File: config.mk
export PLATFORM = sky130hd
export DESIGN_NAME = sc_bi_decoder
export DESIGN_NICKNAME = d
export VERILOG_FILES = /design/src/rtl/sc_pkg.sv /design/src/rtl/sc_win_cnt.sv /design/src/rtl/sc_bi_decoder.sv
export SDC_FILE = /design/constraint.sdc
export NUM_CORES = 1
export LEC_CHECK = 0
export BUFFER_PORTS_ARGS = -buffer_cell sky130_fd_sc_hd__buf_2
export CORE_MARGIN = 1
export CORE_UTILIZATION = 35
export CTS_CLUSTER_DIAMETER = 120
export DETAILED_ROUTE_END_ITERATION = 7
export GPL_ROUTABILITY_DRIVEN = 0
export PLACE_DENSITY = 0.54
export SYNTH_ARGS = -nofsm -noshare
export SYNTH_HDL_FRONTEND = slang
export SYNTH_SLANG_ARGS = --single-unit
File: constraint.sdc
create_clock -name clk -period 3.1 [get_ports clk]
set_clock_uncertainty 0.15 [all_clocks]
set_input_delay 0.31 -clock clk [delete_from_list [all_inputs] [get_ports clk]]
set_output_delay 0.31 -clock clk [all_outputs]
set_load 0.02 [all_outputs]
File: src/rtl/sc_pkg.sv
`default_nettype none
// ============================================================================
// Module      : sc_pkg
// Description : Shared definitions for the stochastic-computing decoders:
//               default binary width, decoder FSM state encoding and the
//               unipolar-count to bipolar-value conversion helper.
// Revision    : 1.0  initial release
// ============================================================================
package sc_pkg;

  // Default binary width. One maximal LFSR period is 2^DATAWD-1 samples.
  localparam int DATAWD = 8;

  typedef enum logic [1:0] {
    IDLE = 2'd0,
    RUN  = 2'd1,
    DONE = 2'd2
  } sc_state_t;

  // Bipolar value of a window: 2*ones - winlen.
  // Evaluated in 32-bit signed arithmetic so that decoders with any DATAWD
  // can share it. The caller narrows the result to its own DATAWD+1 bits,
  // which always holds because |2*ones - winlen| <= winlen <= 2^DATAWD-1.
  function automatic int bi_from_cnt(input int cnt, input int winlen);
    return (2 * cnt) - winlen;
  endfunction

endpackage : sc_pkg
`default_nettype wire

File: src/rtl/sc_win_cnt.sv
`default_nettype none
// ============================================================================
// Module      : sc_win_cnt
// Description : Window sample counter. Counts enabled samples and flags the
//               WINLEN-th one; wraps to zero on that sample.
// Ports       : clk      - clock, rising edge
//               rst      - asynchronous reset, active-high
//               i_clear  - synchronous clear (priority over i_en)
//               i_en     - sample accepted this cycle
//               o_last   - this accepted sample is the WINLEN-th (comb.)
// Revision    : 1.0  initial release
// ============================================================================
module sc_win_cnt #(
  parameter int WIDTH  = 8,
  parameter int WINLEN = 255
) (
  input  logic clk,
  input  logic rst,
  input  logic i_clear,
  input  logic i_en,
  output logic o_last
);

  // Counter holds the number of samples already accepted, so the WINLEN-th
  // sample arrives while it reads WINLEN-1.
  localparam logic [WIDTH-1:0] c_LAST = WIDTH'(WINLEN - 1);

  logic [WIDTH-1:0] r_cnt;

  assign o_last = i_en && (r_cnt == c_LAST);

  always_ff @(posedge clk or posedge rst) begin
    if (rst) begin
      r_cnt <= '0;
    end else if (i_clear || o_last) begin
      r_cnt <= '0;
    end else if (i_en) begin
      r_cnt <= r_cnt + WIDTH'(1);
    end
  end

endmodule : sc_win_cnt
`default_nettype wire

File: src/rtl/sc_bi_decoder.sv
`default_nettype none
// ============================================================================
// Module      : sc_bi_decoder
// Description : Stochastic-to-binary converter for bipolar bitstreams.
//               Counts ones over a window of WINLEN accepted samples and
//               reports the ones count and the signed value 2*ones-WINLEN.
// Ports       : clk     - clock, rising edge
//               rst     - asynchronous reset, active-high
//               iStart  - one-cycle request to begin (or restart) a window
//               iEn     - sample qualifier for iBit
//               iBit    - stochastic bitstream input
//               oBusy   - window accumulation in progress
//               oValid  - one-cycle pulse on window completion
//               oCnt    - ones count of last completed window
//               oBi     - signed 2*oCnt-WINLEN of last completed window
// Revision    : 1.0  initial release
// ============================================================================
module sc_bi_decoder
  import sc_pkg::*;
#(
  parameter int DATAWD = sc_pkg::DATAWD,
  parameter int WINLEN = 255
) (
  input  logic                     clk,
  input  logic                     rst,
  input  logic                     iStart,
  input  logic                     iEn,
  input  logic                     iBit,
  output logic                     oBusy,
  output logic                     oValid,
  output logic        [DATAWD-1:0] oCnt,
  output logic signed [DATAWD:0]   oBi
);

  sc_state_t r_state;
  sc_state_t w_state_next;

  logic [DATAWD-1:0]     r_ones;
  logic [DATAWD-1:0]     r_cnt_out;
  logic signed [DATAWD:0] r_bi;

  logic                  w_clear;
  logic                  w_acc;
  logic                  w_load;
  logic                  w_last;
  logic [DATAWD-1:0]     w_ones_next;

  // A sample is accepted only while running and not being restarted; a
  // restart discards the current cycle's bit, including a final sample.
  assign w_acc       = (r_state == RUN) && !iStart && iEn;
  assign w_ones_next = r_ones + {{(DATAWD-1){1'b0}}, iBit};

  sc_win_cnt #(
    .WIDTH  (DATAWD),
    .WINLEN (WINLEN)
  ) u_win_cnt (
    .clk     (clk),
    .rst     (rst),
    .i_clear (w_clear),
    .i_en    (w_acc),
    .o_last  (w_last)
  );

  // --------------------------------------------------------------------------
  // FSM
  // --------------------------------------------------------------------------
  always_ff @(posedge clk or posedge rst) begin
    if (rst) begin
      r_state <= IDLE;
    end else begin
      r_state <= w_state_next;
    end
  end

  always_comb begin
    w_state_next = r_state;
    w_clear      = 1'b0;
    w_load       = 1'b0;
    case (r_state)
      IDLE: begin
        if (iStart) begin
          w_state_next = RUN;
          w_clear      = 1'b1;
        end
      end
      RUN: begin
        if (iStart) begin
          w_clear = 1'b1;
        end else if (w_acc && w_last) begin
          w_state_next = DONE;
          w_load       = 1'b1;
        end
      end
      DONE: begin
        if (iStart) begin
          w_state_next = RUN;
          w_clear      = 1'b1;
        end else begin
          w_state_next = IDLE;
        end
      end
      default: begin
        w_state_next = IDLE;
      end
    endcase
  end

  // --------------------------------------------------------------------------
  // Ones counter and result registers
  // --------------------------------------------------------------------------
  always_ff @(posedge clk or posedge rst) begin
    if (rst) begin
      r_ones <= '0;
    end else if (w_clear) begin
      r_ones <= '0;
    end else if (w_acc) begin
      r_ones <= w_ones_next;
    end
  end

  // Results include the bit accepted in the completing cycle.
  always_ff @(posedge clk or posedge rst) begin
    if (rst) begin
      r_cnt_out <= '0;
      r_bi      <= '0;
    end else if (w_load) begin
      r_cnt_out <= w_ones_next;
      r_bi      <= (DATAWD+1)'(bi_from_cnt(int'(w_ones_next), WINLEN));
    end
  end

  assign oBusy  = (r_state == RUN);
  assign oValid = (r_state == DONE);
  assign oCnt   = r_cnt_out;
  assign oBi    = r_bi;

endmodule : sc_bi_decoder
`default_nettype wire

==> results.json, run 1 <==
{
  "clk_latency_ns": 0.28,
  "clockBufferDepth": 2,
  "synthTopCellsByArea": "dfrtp_1 (49%), buf_4 (3.7%), nor2_1 (3.7%)",
  "postSynthCellCount": 140,
  "cts_hold_buf": 0,
  "wl_mm": 2.615,
  "gr-total-overflow": 0,
  "rows": 22,
  "die-area_sq_mm": 0.004327,
  "netlist.area_leader.share": 0.4921,
  "muxShareOfSynthArea": 0.02373,
  "routedWlPerCell_microns": 12.88,
  "worstRegToRegCells": 4,
  "ioPinCount": 24,
  "final.setup.tns_ns": 0,
  "ys_warn_count": 0,
  "cp_slowest_cell": "nor3_4",
  "ys_seq_elements": 28,
  "syn_area_sq_mm": 0.001424,
  "grt_pass1_wl_mm": 4.519,
  "dp_hpwl_mm": 1.874,
  "ir_drop_v": 0.0003846,
  "hold_viol": 0,
  "synthDistinctLibCells": 33,
  "initial_utilization": 0.3776,
  "syn_area_per_cell_sq_um": 10.17,
  "arrival_ns": 2.05,
  "r2r_start": "r_state[1]$_DFFE_PP0P_",
  "finalMaxSlewViolations": 0,
  "hold_class": "in -> async",
  "layout-drive-gt1-share": 0.2258,
  "rsz0062_at_grt": "false",
  "syn_to_final_growth_pct": 12.21,
  "reg2reg_slack_ns": 1.06,
  "crit_required_ns": 3.11,
  "worstPathCellList": "nand4bb_1 > buf_4 > nor3_4 > mux2_2",
  "chipHeight_microns": 65.78,
  "max_freq_mhz": 490.7,
  "cp_top_family": "simple AND/OR/NAND/NOR gates",
  "clkTransAtPathRegs_ns": 0.10,
  "cts-htree-levels": 1,
  "tightest_slew_ns": 1.032,
  "path_max_fanout": 17,
  "antenna_cells": 0,
  "ys_seq_area_frac": 0.4921,
  "gr-usage-all-layers": 0.1342,
  "setup_viol_count_final": 0,
  "cts_root_buf": "clkbuf_8",
  "cts.repair.resized": 0,
  "drc_errors": 0,
  "synth_compound_area_frac": 0.1186,
  "cp_num_buf_inv": 1,
  "critPathCaptureType": "register",
  "port_buffers": 23,
  "vias": 1020,
  "grt_pass1_vias": 998,
  "slowest_delay_ns": 0.54,
  "synth_top_family_by_area": "simple AND/OR/NAND/NOR gates",
  "period_needed_ns": 2.038,
  "synth_xor_xnor_area_share": 0.06151,
  "status": "finished, final reports clean",
  "post-route-period-util": 0.6573,
  "cts_tree": "done",
  "worstReg2RegEnd": "oCnt[0]$_DFFE_PP0P_",
  "setup_ws_ns": 1.062,
  "core-area_sq_mm": 0.003771,
  "max_cap_violations": 0,
  "synth_adder_area_share": 0.03515,
  "synth-edff-count": 0,
  "antenna_left": 0,
  "die_x_microns": 65.78,
  "antenna_found_initial": 0,
  "p_leak_nw": 0.7851,
  "nets": 165,
  "fillers": 371,
  "dp_slack_ns": 1.059,
  "yosysTopAreaCell": "dfrtp_1",
  "synth-async-reset-ratio": 1.000,
  "cts_setup_buffers": 0,
  "powerDensity_mw_per_mm2": 440.1,
  "power.total_mw": 0.7032,
  "cts_buffers": 3,
  "ys.flop_type": "dfrtp_1",
  "grt_max_degree": 29,
  "syn_nets": 149,
  "criticalPathCategory": "reg -> reg",
  "drtIter0Drc": 45,
  "slew_headroom": 0.3116,
  "clock_sinks": 28,
  "cp-start-kind": "register",
  "viasPerCell": 5.025,
  "synth-simple-area-share": 0.2021,
  "first_pass_iters": 4
}
cell families after synthesis:
kind of cell    count (synthesis)
flops                          28
compound gates                 25
fa+ha+maj                       4
mux                             3
buf+inv                        17
xor+xnor                       10
simple gates                   53
through the flow:
step | utilization | std cells | hold WS (ns) | area [sq um]
final | 0.4237 | 203 | 0.1200 | 1598
after CTS | 0.4237 | 203 | 0.1653 | 1598
after global placement | 0.4048 | 199 | 0.3000 | 1526
after global routing | 0.4237 | 203 | 0.2044 | 1598
after floorplan | - | 140 | 0.2254 | 1424
after detailed placement | 0.4048 | 199 | 0.3079 | 1526
worst max path at each step:
stage,from,to,slack (ns),depth (start not counted)
4_1_cts,r_state[1]$_DFFE_PP0P_,oCnt[0]$_DFFE_PP0P_,1.02,4
2_1_floorplan,u_win_cnt.r_cnt[0]$_DFFE_PP0P_,u_win_cnt.r_cnt[4]$_DFFE_PP0P_,1.36,6
3_3_place_gp,iStart,oBi[8]$_DFFE_PP0P_,1.11,5
5_1_grt,r_state[0]$_DFFE_PP0P_,u_win_cnt.r_cnt[4]$_DFFE_PP0P_,0.95,4
6_report,r_state[1]$_DFFE_PP0P_,oCnt[0]$_DFFE_PP0P_,1.06,4
3_5_place_dp,r_state[1]$_DFFE_PP0P_,oBi[8]$_DFFE_PP0P_,1.06,4
Yosys cell counts, drive strengths merged, types with 2 or more instances:
cell / number
nor4: 4
nand3: 9
nand2: 10
a21oi: 6
dfrtp: 28
nand2b: 3
nor2: 14
inv: 4
a22o: 2
xnor2: 6
xor2: 4
or2: 2
and3: 2
o31ai: 3
nor3: 3
a31oi: 2
ha: 4
mux2: 3
buf: 11
o21ai: 10
clkbuf: 2
layer usage:
metal	part of all wire	vias to the layer above	GRT usage
met3	0.037	2	0.03103
met1	0.47	494	0.1727
met4	0.0031	0	0.02446
met2	0.49	20	0.2296
li1	-	504	-
met5	0	-	0
power by group:
part	internal [mW]	switching, mW
Clock	0.173	0.114
Combinational	0.0131	0.0288
Sequential	0.369	0.00501
registers in the layout, summed over array words and instances (netlist names):
name	flops
oBi	2
oCnt	8
r_ones	8
r_state	2
u_win_cnt.r_cnt	8
cell type report:
type | count | area (sq um) | area share
repair buffers | 24 | 122.6 | 0.07674
inverters | 4 | 15.01 | 0.009397
clock inverters | 1 | 30.03 | 0.01879
multi-input cells | 95 | 628.1 | 0.3931
flip-flops and latches | 28 | 700.7 | 0.4385
clock buffers | 3 | 41.29 | 0.02584
well taps | 48 | 60.06 | 0.03759
worst reg2reg max path, stage by stage (launching register included):
cell       delay [ns]
dfrtp_1          0.43
nand4bb_1        0.20
buf_4            0.20
nor3_4           0.54
mux2_2           0.40
cells in the final DEF, fill, tap and decap left out, drive strengths merged, types with 4 or more instances in the layout:
master   n
nor4     4
inv      4
dfrtp   28
buf     24
a21oi    6
o21ai   10
xor2     4
nand3    9
nand2   10
ha       4
nor2    14
xnor2    6
Power figures use the tool's default switching activity.
==> run 2, diff against run 1 <==
Settings changed: ABC_AREA set to 1.
Clock period 3.1 ns to 2.05 ns, I/O delays scaled along.
==> run 2 against run 1 <==
Against the previous run:
- critical endpoint is now oCnt[1]$_DFFE_PP0P_
- critical path depth increased by 5
- largest power group unchanged
- wire length increased by 9.8%
- count of clock-buffer cells in the layout unchanged
- largest cell class unchanged
- via count increased by 20%
==> results.json, run 2 <==
{
  "max_freq_mhz": 595.0,
  "hold_class": "in -> reg",
  "cp_slowest_cell": "dfrtp_1",
  "synth-edff-count": 0,
  "gr-total-overflow": 0,
  "finalMaxSlewViolations": 0,
  "post-route-period-util": 0.8198,
  "criticalPathCategory": "reg -> reg",
  "seq_area_sq_um": 700.7,
  "yosysTopAreaCell": "dfrtp_1",
  "clock_sinks": 28,
  "drc_errors": 0,
  "syn_to_final_growth_pct": 13.11,
  "gr-usage-all-layers": 0.1509,
  "layout-drive-gt1-share": 0.1935,
  "dp_slack_ns": 0.3728,
  "drtIter0Drc": 43,
  "wl_mm": 2.870,
  "clkTransAtPathRegs_ns": 0.10,
  "cts_tree": "done",
  "rsz0062_at_grt": "false",
  "antenna_left": 0,
  "max_cap_violations": 0,
  "antenna_cells": 0,
  "worstPathCellList": "inv_1 > ha_1 > nand2_1 > nor2_1 > nand2_4 > nor2_8 > inv_4 > nand2_1 > o21ai_2",
  "hold_viol": 0,
  "synthDistinctLibCells": 23,
  "syn_area_sq_mm": 0.001536,
  "setup_viol_count_final": 0,
  "grt_pass1_vias": 1121,
  "ys_seq_area_frac": 0.4560,
  "path_max_fanout": 13,
  "vias": 1220,
  "first_pass_iters": 4,
  "ir_drop_v": 0.0003333,
  "final_core_util": 0.4223,
  "grt_max_degree": 29,
  "ioPinCount": 24,
  "nets": 227,
  "synth-async-reset-ratio": 1.000,
  "final_common_cell": "nand2_1",
  "cts_buffers": 3,
  "ys_warn_count": 0,
  "yosys.cell_count.top_type": "nand2_1",
  "core-area_sq_mm": 0.004115,
  "status": "finished, final reports clean",
  "syn_area_per_cell_sq_um": 7.799,
  "die_x_microns": 68.26,
  "antenna_found_initial": 0,
  "p_leak_nw": 1.019,
  "routedWlPerCell_microns": 10.75,
  "chipHeight_microns": 68.26,
  "initial_utilization": 0.3734,
  "port_buffers": 23,
  "arrival_ns": 1.71,
  "synthTopCellsByArea": "dfrtp_1 (46%), nand2_1 (16%), nand3_1 (6.2%)",
  "layout_common_cells": "nand2_1 (65), dfrtp_1 (28), inv_1 (23), buf_2 (23)",
  "final.setup.tns_ns": 0,
  "dp_hpwl_mm": 2.144,
  "powerDensity_mw_per_mm2": 624.5,
  "power.total_mw": 1.085,
  "period_needed_ns": 1.681,
  "viasPerCell": 4.569,
  "crit_required_ns": 2.08,
  "cts.repair.resized": 0,
  "cp-start-kind": "register",
  "die-area_sq_mm": 0.004659,
  "synth_top_cells_by_count": "nand2_1 (65), dfrtp_1 (28), inv_1 (23), nand3_1 (19), nor2_1 (19)",
  "clockBufferDepth": 2,
  "postSynthCellCount": 197,
  "cts_root_buf": "clkbuf_8",
  "rows": 23,
  "final_area_sq_mm": 0.001738,
  "ys_seq_elements": 28,
  "clk_latency_ns": 0.28,
  "grt_pass1_wl_mm": 5.092,
  "multi_input_area_sq_um": 663.1,
  "tightest_slew_ns": 0.3723,
  "critPathCaptureType": "register",
  "ys.flop_type": "dfrtp_1",
  "slowest_delay_ns": 0.42,
  "fillers": 443,
  "slew_headroom": 0.7518,
  "cts-htree-levels": 1,
  "path_common_cell": "nand2_1",
  "netlist.area_leader.share": 0.4560,
  "place_area_sq_mm": 0.001657,
  "syn_nets": 206,
  "setup_ws_ns": 0.3694
}
run 2: cell count changes in the layout (fill, tap and decap cells not counted), moves of 4 or more:
cell	before	now
a21oi_1	6	1
nand2_1	10	65
xnor2_1	6	0
nand3_1	8	19
nand4_1	1	5
nor2_1	14	19
nor4_1	4	0
o21ai_0	10	6
inv_1	4	23
run 2: what timing repair did:
| action | 4_1_cts | 5_1_grt |
|---|---|---|
| hold endpoints to repair | 28 | 0 |
| hold buffers | 1 | 0 |
| setup buffers | 0 | 0 |
run 2: cell families after synthesis:
kind of cell | after synthesis | share of synthesized area
simple gates | 116 | 0.3420
buf+inv | 36 | 0.1124
flops | 28 | 0.4560
compound gates | 10 | 0.03990
fa+ha+maj | 4 | 0.03257
xor+xnor | 3 | 0.01710
run 2: final cells by class:
class,instances,share of cell area
clock buffers,3,0.02376
clock inverters,1,0.01728
inverters,26,0.05760
multi-input cells,133,0.3816
flip-flops and latches,28,0.4032
well taps,50,0.03600
repair buffers,26,0.08063
run 2: worst max-delay path: cells and delay by family, from the launching register on:
| kind | cells | cell delay (ns) |
|---|---|---|
| and+or+nand+nor | 5 | 0.60 |
| buffers and inverters | 2 | 0.22 |
| DFF | 1 | 0.42 |
| AOI/OAI and AO/OA | 1 | 0.05 |
| adders and majority gates | 1 | 0.15 |
run 2: worst paths after layout:
kind	start	to	slack (ns)	cells after the start
setup reg to reg	u_win_cnt.r_cnt[0]$_DFFE_PP0P_	oCnt[1]$_DFFE_PP0P_	0.37	9
max in group asynchronous	rst	oCnt[4]$_DFFE_PP0P_	1.11	4
hold / removal	iStart	r_state[0]$_DFFE_PP0P_	0.007	3
hold reg to reg	oBi[8]$_DFFE_PP0P_	oBi[8]$_DFFE_PP0P_	0.33	2
setup / recovery	u_win_cnt.r_cnt[0]$_DFFE_PP0P_	oCnt[1]$_DFFE_PP0P_	0.37	9
min in group asynchronous	rst	r_ones[0]$_DFFE_PP0P_	0.37	4
run 2: through the flow:
stage | hold WS [ns] | cells
floorplan | 0.1204 | 197
global placement | 0.1423 | 262
detailed placement | 0.1469 | 262
CTS | 0.001425 | 267
global route | 0.01028 | 267
finish | 0.006746 | 267
run 2: power by group:
group	internal, mW	switching, mW	total (mW)	leakage (nW)
Sequential	0.559	0.00654	0.566	0.385
Clock	0.262	0.183	0.445	0.0357
Combinational	0.0199	0.0541	0.0740	0.598
Total	0.841	0.244	1.09	1.02
run 2: routing by layer:
layer  vias to the layer above  wire length (microns)  global-route usage  share of wire
li1                        647                      -                   -              -
met1                       552                   1500              0.2113           0.52
met2                        16                   1241              0.2243           0.43
met3                         5                     63             0.02000          0.022
met4                         0                     65             0.07813          0.023
met5                         -                      0                   0              0
==> run 3, diff against run 2 <==
Clock period 2.05 ns to 1.6 ns, I/O delays scaled along.
==> run 3 against run 2 <==
Against the previous run:
- the flow now finishes with violations (setup timing)
- clock power grew 27%
- register-to-register slack worse by 0.39 ns
- sequential power up 28%
- count of clock-buffer cells in the layout is the same
- core utilization rose by 3.3 points
- first-iteration DRC count rose by 23%
- global-route usage is 0.45 points lower
- final cell count increased by 3.4%
==> results.json, run 3 (synthesis gave the netlist of run 2 again) <==
{
  "drtIter0Drc": 53,
  "ioPinCount": 24,
  "initial_utilization": 0.3734,
  "rsz0062_at_grt": "true",
  "finalMaxSlewViolations": 0,
  "ir_drop_v": 0.0002503,
  "max_freq_mhz": 618.2,
  "critPathCaptureType": "register",
  "port_buffers": 23,
  "hold_class": "in -> reg",
  "clk_latency_ns": 0.28,
  "first_pass_iters": 5,
  "worst_hold_path.endpoint": "oCnt[0]$_DFFE_PP0P_",
  "worstRegToRegCells": 9,
  "status": "finished, violations left",
  "worstPathCellList": "inv_2 > ha_4 > nand2_2 > nor2_4 > nand2_4 > nor2_8 > buf_6 > nand3_2 > nand2_1",
  "min_path_cells": 4,
  "wl_mm": 3.100,
  "cts-htree-levels": 1,
  "syn_to_final_growth_pct": 21.91,
  "final_common_cell": "nand2_1",
  "die_x_microns": 68.26,
  "setup_viol_count_final": 3,
  "holdCritStartpoint": "iBit",
  "r2r_start": "u_win_cnt.r_cnt[0]$_DFFE_PP0P_",
  "chipHeight_microns": 68.26,
  "grt_pass1_wl_mm": 5.009,
  "worstReg2RegEnd": "oCnt[7]$_DFFE_PP0P_",
  "layout_common_cells": "nand2_1 (59), dfrtp_1 (28), buf_2 (23)",
  "nets": 236,
  "powerDensity_mw_per_mm2": 748.7,
  "drc_errors": 0,
  "cp-start-kind": "register",
  "cp_slowest_cell": "dfrtp_1",
  "dp_hpwl_mm": 2.128,
  "slew_headroom": 0.7546,
  "layout-drive-gt1-share": 0.2832,
  "instances_no_fill": 276,
  "p_switching_mw": 0.3135,
  "tightest_slew_ns": 0.3680,
  "max_cap_violations": 0,
  "clockBufferDepth": 2,
  "vias": 1258,
  "p_leak_nw": 1.061,
  "rows": 23,
  "setup_ws_ns": -0.01769,
  "reg2reg_slack_ns": -0.02,
  "gr-usage-all-layers": 0.1464,
  "routedWlPerCell_microns": 11.23,
  "core-area_sq_mm": 0.004115,
  "grt_max_degree": 29,
  "final_core_util": 0.4552,
  "slowest_delay_ns": 0.40,
  "post-route-period-util": 1.011,
  "antenna_left": 0,
  "clock_sinks": 28,
  "period_needed_ns": 1.618,
  "combPwrFrac": 0.080,
  "arrival_ns": 1.69,
  "cts_root_buf": "clkbuf_8",
  "cts_buffers": 3,
  "clkTransAtPathRegs_ns": 0.10,
  "criticalPathCategory": "reg -> reg",
  "intPower_mw": 1.089,
  "crit_required_ns": 1.68,
  "clock_power_share": 0.404,
  "power_frac_seq": 0.517,
  "final.setup.tns_ns": -0.03495,
  "switching_share": 0.2235,
  "dpl.cell_count": 267,
  "die-area_sq_mm": 0.004659,
  "antenna_found_initial": 0,
  "path_max_fanout": 8,
  "antenna_cells": 0,
  "viasPerCell": 4.558,
  "violations": "setup timing",
  "cts_tree": "done",
  "hold_viol": 0,
  "gr-total-overflow": 0,
  "grt_pass1_vias": 1097
}
-- run 3: stage by stage --
stage          power [mW]  setup slack, ns  hold slack [ns]  instance area [sq um]
2_1_floorplan      0.8042         0.006169          0.07541                   1536
3_3_place_gp       0.8419          0.02803           0.1010                   1694
3_5_place_dp       0.8425         0.001497           0.1068                   1694
4_1_cts             1.412          0.02483           0.1442                   1788
5_1_grt             1.469          -0.1042           0.1669                   1873
6_report            1.402         -0.01769           0.1710                   1873
-- run 3: cell type report --
class                           count  area, sq um
Sequential cell                    28        700.7
Clock buffer                        3        41.29
Timing Repair Buffer               34        206.4
Timing Repair inverter              1        6.256
Clock inverter                      1        30.03
Multi-Input combinational cell    133        720.7
Fill cell                         422         2242
Tap cell                           50        62.56
Inverter                           26        105.1
-- run 3: power by group through the flow --
stage	clock network [mW]	logic, mW	registers, mW
CTS	0.579	0.109	0.723
global placement	0	0.105	0.737
floorplan	0	0.0667	0.738
global route	0.615	0.127	0.727
detailed placement	0	0.105	0.737
finish	0.566	0.112	0.724
-- run 3: routing by layer --
| layer | share of wire | global-route usage | up-vias |
|---|---|---|---|
| li1 | - | - | 659 |
| met5 | 0 | 0 | - |
| met3 | 0.027 | 0.02500 | 5 |
| met1 | 0.50 | 0.2018 | 572 |
| met2 | 0.45 | 0.2230 | 22 |
| met4 | 0.015 | 0.06250 | 0 |
-- run 3: critical path, delay by kind of cell, from the launching register on --
kind	cells	cell delay, ns
simple gates	6	0.65
buf+inv	2	0.24
flops	1	0.40
fa+ha+maj	1	0.13
-- run 3: repair_timing --
item / CTS / global route
resized for setup: 1 / 21
setup buffers: 0 / 2
pin swaps: 0 / 7
gates cloned: 0 / 1
hold buffers: 2 / 0
setup endpoints to repair: 4 / 15
hold endpoints to repair: 29 / 0
-- run 3: worst max path at each step --
stage                                    from                              to  slack (ns)  cells after the start
6_report       u_win_cnt.r_cnt[0]$_DFFE_PP0P_             oCnt[7]$_DFFE_PP0P_       -0.02                      9
3_5_place_dp   u_win_cnt.r_cnt[0]$_DFFE_PP0P_             oCnt[2]$_DFFE_PP0P_       0.001                      9
4_1_cts                                iStart  u_win_cnt.r_cnt[5]$_DFFE_PP0P_        0.02                      9
3_3_place_gp   u_win_cnt.r_cnt[0]$_DFFE_PP0P_             oCnt[0]$_DFFE_PP0P_        0.03                      9
5_1_grt        u_win_cnt.r_cnt[0]$_DFFE_PP0P_             oCnt[5]$_DFFE_PP0P_       -0.10                      9
2_1_floorplan  u_win_cnt.r_cnt[0]$_DFFE_PP0P_             oCnt[7]$_DFFE_PP0P_       0.006                     10
